===== src/rtl/traffic_conflict_monitor.sv =====
// ---------------------------------------------------------------------------
// traffic_conflict_monitor
//
// Independent safety monitor on the lamp drives of the traffic controller.
// The six lamp drives go into one register stage. The checks run on that
// registered copy, so a fault flag rises two edges after the lamp change
// that caused it. The monitor checks:
//   1 conflict    : NS green/yellow lit while EW green/yellow lit
//   2 multi       : two or more lamps lit in one direction
//   3 dark        : a direction dark for more than MAX_DARK_CYC cycles
//   4 sequence    : a valid-state change other than G->Y, Y->R, R->G
//   5 short yellow: yellow left after fewer than MIN_YELLOW_CYC cycles
//   6 short green : green left after fewer than MIN_GREEN_CYC cycles
//                   (only when MONITOR_MIN_GREEN_EN is defined)
// The lowest code wins when several checks fire together. The first fault
// is latched with its code until it is cleared.
//
// Build option:
//   MONITOR_MIN_GREEN_EN - adds the green run counters and check 6.
//                          When undefined, code 6 is never produced.
//
// Ports:
//   clk         in   1  clock, rising edge
//   rst         in   1  asynchronous reset, active high
//   ns_red      in   1  NS red lamp drive
//   ns_yellow   in   1  NS yellow lamp drive
//   ns_green    in   1  NS green lamp drive
//   ew_red      in   1  EW red lamp drive
//   ew_yellow   in   1  EW yellow lamp drive
//   ew_green    in   1  EW green lamp drive
//   fault_clr   in   1  clear request for the latched fault (level)
//   fault       out  1  latched fault flag
//   fault_code  out  3  code of the latched fault, 0 = none
//   cycle_cnt   out  8  completed NS phases (NS Y->R), wraps at 255
// ---------------------------------------------------------------------------
module traffic_conflict_monitor #(
    parameter int unsigned MIN_YELLOW_CYC = 4,
    parameter int unsigned MAX_DARK_CYC   = 2,
    parameter int unsigned MIN_GREEN_CYC  = 8
) (
    input  logic       clk,
    input  logic       rst,
    input  logic       ns_red,
    input  logic       ns_yellow,
    input  logic       ns_green,
    input  logic       ew_red,
    input  logic       ew_yellow,
    input  logic       ew_green,
    input  logic       fault_clr,
    output logic       fault,
    output logic [2:0] fault_code,
    output logic [7:0] cycle_cnt
);

    typedef enum logic [1:0] {
        LS_RED = 2'd0,
        LS_YEL = 2'd1,
        LS_GRN = 2'd2
    } lamp_state_t;

    typedef enum logic {
        ST_MONITOR = 1'b0,
        ST_FAULT   = 1'b1
    } mon_state_t;

    // Direction index: 0 = NS, 1 = EW. Lamp vector bits: [2]=R [1]=Y [0]=G.
    localparam int unsigned DIRS = 2;

    function automatic logic [7:0] sat_inc(input logic [7:0] v);
        return (v == 8'hFF) ? v : v + 8'd1;
    endfunction

    // ------------------------------------------------------------------
    // Stage 1: registered lamp drives
    // ------------------------------------------------------------------
    logic [2:0] r_lamp [DIRS];

    always_ff @(posedge clk or posedge rst) begin
        if (rst) begin
            r_lamp[0] <= 3'b100;
            r_lamp[1] <= 3'b100;
        end else begin
            r_lamp[0] <= {ns_red, ns_yellow, ns_green};
            r_lamp[1] <= {ew_red, ew_yellow, ew_green};
        end
    end

    // ------------------------------------------------------------------
    // Per-direction tracking registers
    // ------------------------------------------------------------------
    lamp_state_t r_last [DIRS];   // last valid state, dark/multi cycles skipped
    logic [7:0]  r_ycnt [DIRS];   // consecutive yellow cycles
    logic [7:0]  r_dcnt [DIRS];   // consecutive dark cycles

    lamp_state_t w_cur      [DIRS];
    lamp_state_t w_last_nxt [DIRS];
    logic [7:0]  w_ycnt_nxt [DIRS];
    logic [7:0]  w_dcnt_nxt [DIRS];
    logic [DIRS-1:0] w_dark;
    logic [DIRS-1:0] w_multi;
    logic [DIRS-1:0] w_valid;
    logic [DIRS-1:0] w_chg;
    logic [DIRS-1:0] w_seq_bad;
    logic [DIRS-1:0] w_yel_short;
    logic [DIRS-1:0] w_dark_bad;
    logic            w_conflict;

`ifdef MONITOR_MIN_GREEN_EN
    logic [7:0]      r_gcnt     [DIRS];
    logic [7:0]      w_gcnt_nxt [DIRS];
    logic [DIRS-1:0] w_grn_short;
`endif

    always_comb begin
        for (int unsigned d = 0; d < DIRS; d++) begin
            w_cur[d]       = LS_RED;
            w_last_nxt[d]  = r_last[d];
            w_ycnt_nxt[d]  = r_ycnt[d];
            w_dcnt_nxt[d]  = r_dcnt[d];
            w_dark[d]      = 1'b0;
            w_multi[d]     = 1'b0;
            w_valid[d]     = 1'b0;
            w_chg[d]       = 1'b0;
            w_seq_bad[d]   = 1'b0;
            w_yel_short[d] = 1'b0;
            w_dark_bad[d]  = 1'b0;
`ifdef MONITOR_MIN_GREEN_EN
            w_gcnt_nxt[d]  = r_gcnt[d];
            w_grn_short[d] = 1'b0;
`endif

            w_dark[d]  = (r_lamp[d] == 3'b000);
            w_multi[d] = (r_lamp[d][2] & r_lamp[d][1]) |
                         (r_lamp[d][2] & r_lamp[d][0]) |
                         (r_lamp[d][1] & r_lamp[d][0]);
            w_valid[d] = !w_dark[d] && !w_multi[d];

            if (r_lamp[d][1]) begin
                w_cur[d] = LS_YEL;
            end else if (r_lamp[d][0]) begin
                w_cur[d] = LS_GRN;
            end else begin
                w_cur[d] = LS_RED;
            end

            // Comparison is against the last valid state so dark gaps
            // between two lamps are transparent to the sequence check.
            w_chg[d] = w_valid[d] && (w_cur[d] != r_last[d]);

            w_seq_bad[d] = w_chg[d] &&
                !(((r_last[d] == LS_GRN) && (w_cur[d] == LS_YEL)) ||
                  ((r_last[d] == LS_YEL) && (w_cur[d] == LS_RED)) ||
                  ((r_last[d] == LS_RED) && (w_cur[d] == LS_GRN)));

            w_yel_short[d] = w_chg[d] && (r_last[d] == LS_YEL) &&
                             (r_ycnt[d] < 8'(MIN_YELLOW_CYC));

            w_dark_bad[d] = w_dark[d] &&
                            ((9'(r_dcnt[d]) + 9'd1) > 9'(MAX_DARK_CYC));

`ifdef MONITOR_MIN_GREEN_EN
            w_grn_short[d] = w_chg[d] && (r_last[d] == LS_GRN) &&
                             (r_gcnt[d] < 8'(MIN_GREEN_CYC));
`endif

            if (w_valid[d]) begin
                w_last_nxt[d] = w_cur[d];
                w_dcnt_nxt[d] = '0;
                if (w_cur[d] == LS_YEL) begin
                    w_ycnt_nxt[d] = (r_last[d] == LS_YEL) ? sat_inc(r_ycnt[d]) : 8'd1;
                end
`ifdef MONITOR_MIN_GREEN_EN
                if (w_cur[d] == LS_GRN) begin
                    w_gcnt_nxt[d] = (r_last[d] == LS_GRN) ? sat_inc(r_gcnt[d]) : 8'd1;
                end
`endif
            end else if (w_dark[d]) begin
                w_dcnt_nxt[d] = sat_inc(r_dcnt[d]);
            end else begin
                w_dcnt_nxt[d] = '0;
            end
        end

        w_conflict = (|r_lamp[0][1:0]) & (|r_lamp[1][1:0]);
    end

    // Tracking keeps following the lamps in both FSM states.
    always_ff @(posedge clk or posedge rst) begin
        if (rst) begin
            for (int unsigned d = 0; d < DIRS; d++) begin
                r_last[d] <= LS_RED;
                r_ycnt[d] <= '0;
                r_dcnt[d] <= '0;
`ifdef MONITOR_MIN_GREEN_EN
                r_gcnt[d] <= '0;
`endif
            end
        end else begin
            for (int unsigned d = 0; d < DIRS; d++) begin
                r_last[d] <= w_last_nxt[d];
                r_ycnt[d] <= w_ycnt_nxt[d];
                r_dcnt[d] <= w_dcnt_nxt[d];
`ifdef MONITOR_MIN_GREEN_EN
                r_gcnt[d] <= w_gcnt_nxt[d];
`endif
            end
        end
    end

    // ------------------------------------------------------------------
    // Fault priority encoder (lowest code wins)
    // ------------------------------------------------------------------
    logic [2:0] w_code;
    logic       w_any_fault;
    logic       w_ns_cycle;

    always_comb begin
        w_code = 3'd0;
        if (w_conflict) begin
            w_code = 3'd1;
        end else if (|w_multi) begin
            w_code = 3'd2;
        end else if (|w_dark_bad) begin
            w_code = 3'd3;
        end else if (|w_seq_bad) begin
            w_code = 3'd4;
        end else if (|w_yel_short) begin
            w_code = 3'd5;
`ifdef MONITOR_MIN_GREEN_EN
        end else if (|w_grn_short) begin
            w_code = 3'd6;
`endif
        end
        w_any_fault = (w_code != 3'd0);
        w_ns_cycle  = w_valid[0] && (r_last[0] == LS_YEL) && (w_cur[0] == LS_RED);
    end

    // ------------------------------------------------------------------
    // Monitor FSM
    // ------------------------------------------------------------------
    mon_state_t r_state;
    mon_state_t w_state_nxt;
    logic [2:0] r_code;
    logic [2:0] w_code_nxt;
    logic [7:0] r_cycle_cnt;
    logic [7:0] w_cycle_cnt_nxt;

    always_ff @(posedge clk or posedge rst) begin
        if (rst) begin
            r_state     <= ST_MONITOR;
            r_code      <= '0;
            r_cycle_cnt <= '0;
        end else begin
            r_state     <= w_state_nxt;
            r_code      <= w_code_nxt;
            r_cycle_cnt <= w_cycle_cnt_nxt;
        end
    end

    always_comb begin
        w_state_nxt     = r_state;
        w_code_nxt      = r_code;
        w_cycle_cnt_nxt = r_cycle_cnt;
        case (r_state)
            ST_MONITOR: begin
                if (w_any_fault) begin
                    w_state_nxt = ST_FAULT;
                    w_code_nxt  = w_code;
                end else if (w_ns_cycle) begin
                    w_cycle_cnt_nxt = r_cycle_cnt + 8'd1;
                end
            end
            ST_FAULT: begin
                // A clear attempt while a fault is still present replaces
                // the held code with the current one.
                if (fault_clr) begin
                    if (w_any_fault) begin
                        w_code_nxt = w_code;
                    end else begin
                        w_state_nxt = ST_MONITOR;
                        w_code_nxt  = '0;
                    end
                end
            end
            default: begin
                w_state_nxt = ST_MONITOR;
                w_code_nxt  = '0;
            end
        endcase
    end

    assign fault      = (r_state == ST_FAULT);
    assign fault_code = r_code;
    assign cycle_cnt  = r_cycle_cnt;

endmodule


===== config.mk =====
export PLATFORM = sky130hd
export DESIGN_NAME = traffic_conflict_monitor
export DESIGN_NICKNAME = d
export VERILOG_FILES = /design/src/rtl/traffic_conflict_monitor.sv
export SDC_FILE = /design/constraint.sdc
export NUM_CORES = 1
export LEC_CHECK = 0
export ABC_AREA = 1
export CORE_AREA = 2 2 103 105
export CTS_BUF_LIST = sky130_fd_sc_hd__clkbuf_4 sky130_fd_sc_hd__clkbuf_8
export DETAILED_ROUTE_END_ITERATION = 7
export DIE_AREA = 0 0 105 107
export GPL_TIMING_DRIVEN = 0
export SYNTH_ARGS = -nofsm -noshare
export SYNTH_HDL_FRONTEND = slang
export SYNTH_SLANG_ARGS = --single-unit

===== constraint.sdc =====
create_clock -name clk -period 2.5 [get_ports clk]
set_input_delay 0.5 -clock clk [delete_from_list [all_inputs] [get_ports clk]]
set_output_delay 0.5 -clock clk [all_outputs]
set_load 0.01 [all_outputs]

==> out/metrics.csv <==
stage,metric,value,unit
logic_synthesis,ys_ff_latch,54,
flow_run,cap_violations,0,
clocking,clock-sinks,54,
clocking,worstSkewPairLatency,310,ps
finish,final_nets,440,
logic_synthesis,muxShareOfSynthArea,0,%
die,core,0.0101,sq mm
status,status,completed,
drt,wl_per_cell,10.5,um
global_route,grt_pass1_wl,10800,um
logic_synthesis,syn-cell-area,0.00309,sq mm
die,die_h,107,um
logic_synthesis,yosysSeqAreaShare,43.8,%
logic_synthesis,synth-simple-area-share,34.0,%
clocking,post_cts_resize_count,0,
power_and_ir_drop,comb_power_share,14.3,%
finish,diodes,0,
drt,first_pass_iters,4,
sta,finClkSkew,7.95,ps
sta,rsz0062_at_grt,false,
sta,hold_violations,0,
worst_hold_path,hold_path.class,input port to asynchronous set/reset pin,
power_and_ir_drop,internal_power,1.35,mW
setup_path,cp-start-kind,flip-flop,
logic_synthesis,async_flop_share,100,%
logic_synthesis,synth_edf_count,0,
placed_design,numPortBuffers,20,
placed_design,dp_hpwl,4580,um
setup_path,required,2710,ps
power_and_ir_drop,power.total,1.84,mW
drt,wl,5890,um
clocking,cts_tree,yes,
global_route,globalRouteOverflowTotal,0,
sta,setup_viol,0,
sta,maxSlewViolCount,0,
setup_path,worst-r2r-cell-count,16,
die,die_area,0.0112,sq mm
global_route,grt_pass1_vias,2412,
clocking,clockBufferDepth,2,
global_route,grtUsageTotal,11.6,%
power_and_ir_drop,p_clk_share,33.9,%
setup_path,worstSetupEndpointType,flip-flop,
sta,post-route-period-util,89.1,%
logic_synthesis,ys_types,34,
clocking,cts_setup_buffers,0,
power_and_ir_drop,p_sw_share,26.4,%
clocking,numCtsBuffers,5,
sta,setup_tns,0,ps
clocking,h-tree-depth,2,
logic_synthesis,syn_area_per_cell,7.82,sq um
sta,period_needed,2230,ps
die,initial_utilization,30.6,%
power_and_ir_drop,p_leak,1.71,nW
logic_synthesis,synthFlopType,dfrtp_1,
die,ios,21,
sta,max_slew_margin,56.3,%
drt,drc,0,
power_and_ir_drop,switching_power,0.485,mW
sta,setup_slack,274,ps
global_route,grt_max_degree,37,
clocking,root_buffer,clkbuf_8,
placed_design,gp_congestion,0.788,
sta,worstMarginPinSlew,653,ps
finish,seqCellArea,0.00135,sq mm
drt,vias,2506,
power_and_ir_drop,seqPwrFrac,51.8,%
setup_path,critPathArrivalTime,2430,ps
finish,multi_input_area,0.00151,sq mm
logic_synthesis,synth_top_family_by_area,simple AND/OR/NAND/NOR gates,
logic_synthesis,syn_inst,395,
power_and_ir_drop,p_per_area,510,mW/mm^2
logic_synthesis,synth_compound_area_share,8.91,%
die,die_w,105,um
drt,route.antenna.remaining_nets,0,
clocking,cts.clk_slew.worst_paths,100,ps
sta,hold_slack,507,ps
setup_path,cp_max_fo,10,
die,rows,37,
finish,fillerInstances,1098,
placed_design,post-place-ws,288,ps
power_and_ir_drop,peakVddDrop,0.000218,V
finish,layout_common_cells,"nand2_1 (96), inv_1 (52), dfrtp_1 (52)",
finish,drive_gt1_share,11.3,%
setup_path,path_class,flip-flop to flip-flop,
clocking,cts_hold_buf,0,
logic_synthesis,yosys_warnings,0,
logic_synthesis,synth_xor_area_share,3.12,%
sta,fmax,449,MHz
logic_synthesis,synthAdderAreaFrac,2.84,%
drt,detail_route.iter0.violations,98,
drt,vias_per_cell,4.47,
global_route,antenna_found_initial,0,
logic_synthesis,synthesis.nets,411,
finish,syn2layout_area_growth,16.8,%
finish,final_common_cell,nand2_1,
## path summary, 6_finish.rpt
kind                            slack, ps                        end                 startpoint
worst min register to register        510  fault_code[0]$_DFFE_PP0P_  fault_code[0]$_DFFE_PP0P_
worst max-delay path                  270   cycle_cnt[5]$_DFFE_PP0P_      r_dcnt[8]$_DFFE_PP0P_
worst min-delay path                  510        r_lamp[0]$_DFF_PP0_                        rst
worst max register to register        270   cycle_cnt[5]$_DFFE_PP0P_      r_dcnt[8]$_DFFE_PP0P_
max in group asynchronous            1460  fault_code[0]$_DFFE_PP0P_                        rst
min in group clk                      510  fault_code[0]$_DFFE_PP0P_  fault_code[0]$_DFFE_PP0P_
## stage by stage
step,area [sq um],utilization (%),std cells
after floorplan,3090,-,395
after global placement,3460,34.3,551
after detailed placement,3480,34.5,552
after CTS,3600,35.7,560
after global routing,3610,35.7,561
final,3610,35.7,561
## cell usage after synthesis (2+ instances only)
library cell	number	share of area [%]
dfrtp_1	52	42
a31oi_1	7	1.4
nand3_1	35	5.7
inv_1	53	6.4
dfstp_2	2	1.7
nor2_4	4	1.5
or2_2	3	0.61
xor2_1	5	1.4
nor3_1	8	1.3
nand3b_1	4	0.97
a21oi_1	12	1.9
inv_2	5	0.61
nand2_1	96	12
nand4_1	6	1.2
a21oi_2	2	0.57
nor2_2	5	1.0
ha_1	7	2.8
nand2_2	3	0.61
o21ai_1	3	0.49
nand3_2	6	1.9
nor2_1	39	4.7
o21ai_0	20	3.2
xnor2_1	6	1.7
nor3_4	2	1.1
## sequential cells by signal, indices dropped and copies added, names as in the netlist
name,flops
r_last,4
fault,1
fault_code,3
cycle_cnt,8
r_lamp,6
r_ycnt,16
r_dcnt,16
## worst max-delay path: stages, from the launching register on
cell and delay [ps]:
dfrtp_1 420, ha_1 240, nand2_1 80, nor2_2 160
inv_1 50, nand2_1 70, nand2_1 50, nor2_1 130
nand3_1 90, nand2_1 130, nand3_4 100, nor2_2 130
nand3_2 110, clkinv_4 110, nand2_4 90, nand2_1 90
nand2_1 50
## per-layer routing
metal / vias to the layer above / global-route usage [%] / share of wire, %
met4: 0 / 3.43 / 1.3
met1: 1143 / 14.7 / 47
li1: 1330 / - / -
met5: - / 0 / 0
met2: 26 / 19.9 / 49
met3: 7 / 2.49 / 2.7
## layout make-up
| cell class | instances | area share, % |
|---|---|---|
| multi-input cells | 282 | 41.8 |
| flip-flops and latches | 54 | 37.5 |
| repair buffers | 22 | 6.32 |
| inverters | 59 | 6.28 |
| well taps | 136 | 4.72 |
| clock buffers | 7 | 2.50 |
| clock inverters | 1 | 0.833 |
## power groups by stage
| stage | clock network (mW) | registers (mW) | logic (mW) |
|---|---|---|---|
| global placement | 0 | 0.969 | 0.259 |
| CTS | 0.655 | 0.953 | 0.270 |
| detailed placement | 0 | 0.971 | 0.269 |
| finish | 0.624 | 0.953 | 0.263 |
| global route | 0.687 | 0.960 | 0.309 |
| floorplan | 0 | 0.966 | 0.190 |
## logic make-up after synthesis
kind of cell / Yosys count
DFF: 54
adders and majority gates: 7
xor gates and xnor gates: 11
and+or+nand+nor: 216
AOI/OAI and AO/OA: 48
buffers and inverters: 59
Note: power is estimated with default switching activity, not from simulation.
==> edit: new RTL, same flow settings <==
Put one more register stage on the output `cycle_cnt`, cleared by the reset. The value now appears one clock later. The other outputs are not delayed to match. Comments in the files are not updated.
--- a/src/rtl/traffic_conflict_monitor.sv
+++ b/src/rtl/traffic_conflict_monitor.sv
@@ -291,7 +291,13 @@
 
     assign fault      = (r_state == ST_FAULT);
     assign fault_code = r_code;
-    assign cycle_cnt  = r_cycle_cnt;
+    always_ff @(posedge clk or posedge rst) begin
+        if (rst) begin
+            cycle_cnt <= '0;
+        end else begin
+            cycle_cnt <= r_cycle_cnt;
+        end
+    end
 
 endmodule
 
Behaviour: not the same (Yosys sat finds a counterexample within 10 cycles, from zero or initial values and one cycle with rst high).
==> edit against the original RTL <==
Worst setup slack gained 91 ps; clock skew grew 2.2 ps; final area grew 8.4%; count of clock-buffer cells in the layout grew 2; via count grew 3.8%; total power grew 26%; routed wire length grew 3.4%; utilization grew 3.0 points; highest routed layer unchanged; maximum frequency grew 4.2%; sequential cell count grew 8; first-iteration DRC count shrank 18%; synthesized area grew 6.7%; non-clock buffer count is the same; largest cell class is now flip-flops and latches.
==> edit: results (changes against the original RTL) <==
Setup path
  – Worst path arrival time: 2370 ps (-60 ps)
  – Register-to-Register Path Depth: 16 (unchanged)
  – Reg2reg end: r_cycle_cnt[7]$_DFFE_PP0P_
  – Worst flop-to-flop path startpoint: r_dcnt[0]$_DFFE_PP0P_
  – Critical-path maximum fanout: 10 (unchanged)

Drt
  – TritonRoute pass-1 iters: 4 (unchanged)
  – DR iter-0 viols: 80 (-18%)
  – Vias: 2601 (+3.8%)
  – Total Wirelength: 6.08 mm (+3.4%)
  – Wire per inst: 10.6 um (+1.4%)

Layout
  – Ant diodes: 0 (unchanged)
  – # nets final: 447 (+1.6%)
  – Share of cells above drive strength 1: 16.1% (+4.8 points)
  – Fillers: 1066 (-2.9%)
  – Biggest regs: r_dcnt (16), r_ycnt (16)

Logic synthesis
  – Yosys warns: 0 (unchanged)
  – Gate Count Post-Synth: 399 (+1.0%)
  – Syn Nets: 415 (+0.97%)
  – Ranking of synthesized cells by area: dfrtp_1 (46%), nand2_1 (9.5%), nand3_1 (6.5%), inv_1 (5.9%), nor2_1 (3.6%)
  – Predominant post-synthesis flop cell: dfrtp_1
  – Most instantiated cells after synthesis: nand2_1 (83), dfrtp_1 (60), inv_1 (52)
  – Part of the Yosys area used for sequential elements: 47.2% (+3.3 points)
  – Ys async rst share: 100% (unchanged)
  – Unique cell type count in the Yosys netlist: 35 (+2.9%)

Global route
  – First-pass GRT wire length: 11.3 mm (+4.5%)
  – Largest net degree at the start of global routing: 43 (+16%)
  – GR Util All Layers: 12.3% (+0.68 points)
  – Initial antenna violation count: 0 (unchanged)

Clock network
  – H-tree Lvls: 3 (+1)
  – Clock transition at the registers of the reported paths: 70 ps (-30 ps)
  – PostCTS Resize Cnt: 0 (unchanged)
  – Root buffer cell: clkbuf_8
  – CTS Buf Count: 9 (+4)
  – Worst-Skew Late Latency: 340 ps (+30 ps)
  – Clk buf depth: 2 (unchanged)
  – Post-CTS Setup Bufs: 0 (unchanged)

Placed design
  – Post-DP HPWL: 4.47 mm (-2.3%)
  – DP Cell Count: 556 (+0.72%)
  – Gpl congestion: 0.795 (+0.98%)
  – Pre-CTS WS: 304 ps (+16.8 ps)
  – I/O Buffers: 20 (unchanged)

Hold path
  – Hold Crit Class: reg2reg
  – Hold endpoint: cycle_cnt[7]$_DFF_PP0_
  – Hold Startpoint: r_cycle_cnt[7]$_DFFE_PP0P_
  – Worst hold path stage count: 0

STA
  – Worst hold margin: 452 ps (-55.1 ps)
  – Worst-Margin Slew: 820 ps (+168 ps)
  – Skew final: 10.1 ps (+2.18 ps)
  – Setup WS post-layout: 364 ps (+90.6 ps)

Run status
  – Status: completed

Power and ir drop
  – LEAKAGE: 0.00180 uW (+5.2%)
  – Max IR drop VDD: 0.300 mV (+38%)
[edit: cell count changes after synthesis, moves of 2 or more]
cell,change
nand2_1,-13
nor3_1,-6
nor2_1,-7
nand3_2,-5
nor3_4,-2
dfrtp_1,+8
nor2_2,+6
nand3_1,+8
nand2_2,+12
[edit: kinds of logic after synthesis]
kind of cell	share of synthesized area, %
AND/OR/NAND/NOR	31.9
flip-flops	47.2
buffers and inverters	6.99
AO/OA/AOI/OAI	8.35
XOR/XNOR	2.92
adder cells (fa/ha/maj)	2.66
[edit: where the power goes]
part / switching (uW) / internal (uW)
logic: 156 / 96.8
registers: 37.2 / 1050
clock network: 417 / 564
total: 609 / 1710
[edit: area by class of cell]
cell class	instances	share of cell area, %
Clock inverter	7	2.50
Multi-Input combinational cell	278	38.7
Sequential cell	62	39.8
Timing Repair Buffer	21	5.63
Clock buffer	9	3.17
Tap cell	136	4.35
Buffer	1	0.192
Inverter	58	5.70
[edit: per-stage QoR]
stage	util [%]	area, um^2
floorplan	-	3300
global placement	36.3	3670
detailed placement	36.5	3690
finish	38.7	3910
global route	38.7	3910
CTS	38.7	3910
[edit: per-layer routing]
layer,part of all wire [%],wire length [um],track usage (%),vias to the layer above
li1,-,-,-,1358
met1,49,2960,15.6,1202
met2,47,2850,19.8,36
met3,3.6,217,3.77,5
met4,0.82,50,4.57,0
met5,0,0,0,-
[edit: critical path: stages, from the launching register on]
cell	delay, ps
dfrtp_2	400
ha_1	190
nand2_1	110
nor2_2	170
inv_1	50
nand2_1	80
nand2_1	50
nor2_1	110
nand3_1	90
nand2_1	130
nand3_1	110
nand2_2	110
nand3_4	90
clkinv_4	110
nand2_8	90
nand2_2	80
nand2_1	50
[edit: worst max path at each step]
stage | start | to | cells after the start
after CTS | r_dcnt[0]$_DFFE_PP0P_ | r_cycle_cnt[7]$_DFFE_PP0P_ | 16
after global routing | r_dcnt[0]$_DFFE_PP0P_ | r_cycle_cnt[7]$_DFFE_PP0P_ | 16
after global placement | rst | cycle_cnt[6]$_DFF_PP0_ | 2
final | r_dcnt[0]$_DFFE_PP0P_ | r_cycle_cnt[7]$_DFFE_PP0P_ | 16
after floorplan | rst | cycle_cnt[0]$_DFF_PP0_ | 1
after detailed placement | r_dcnt[0]$_DFFE_PP0P_ | r_cycle_cnt[2]$_DFFE_PP0P_ | 16
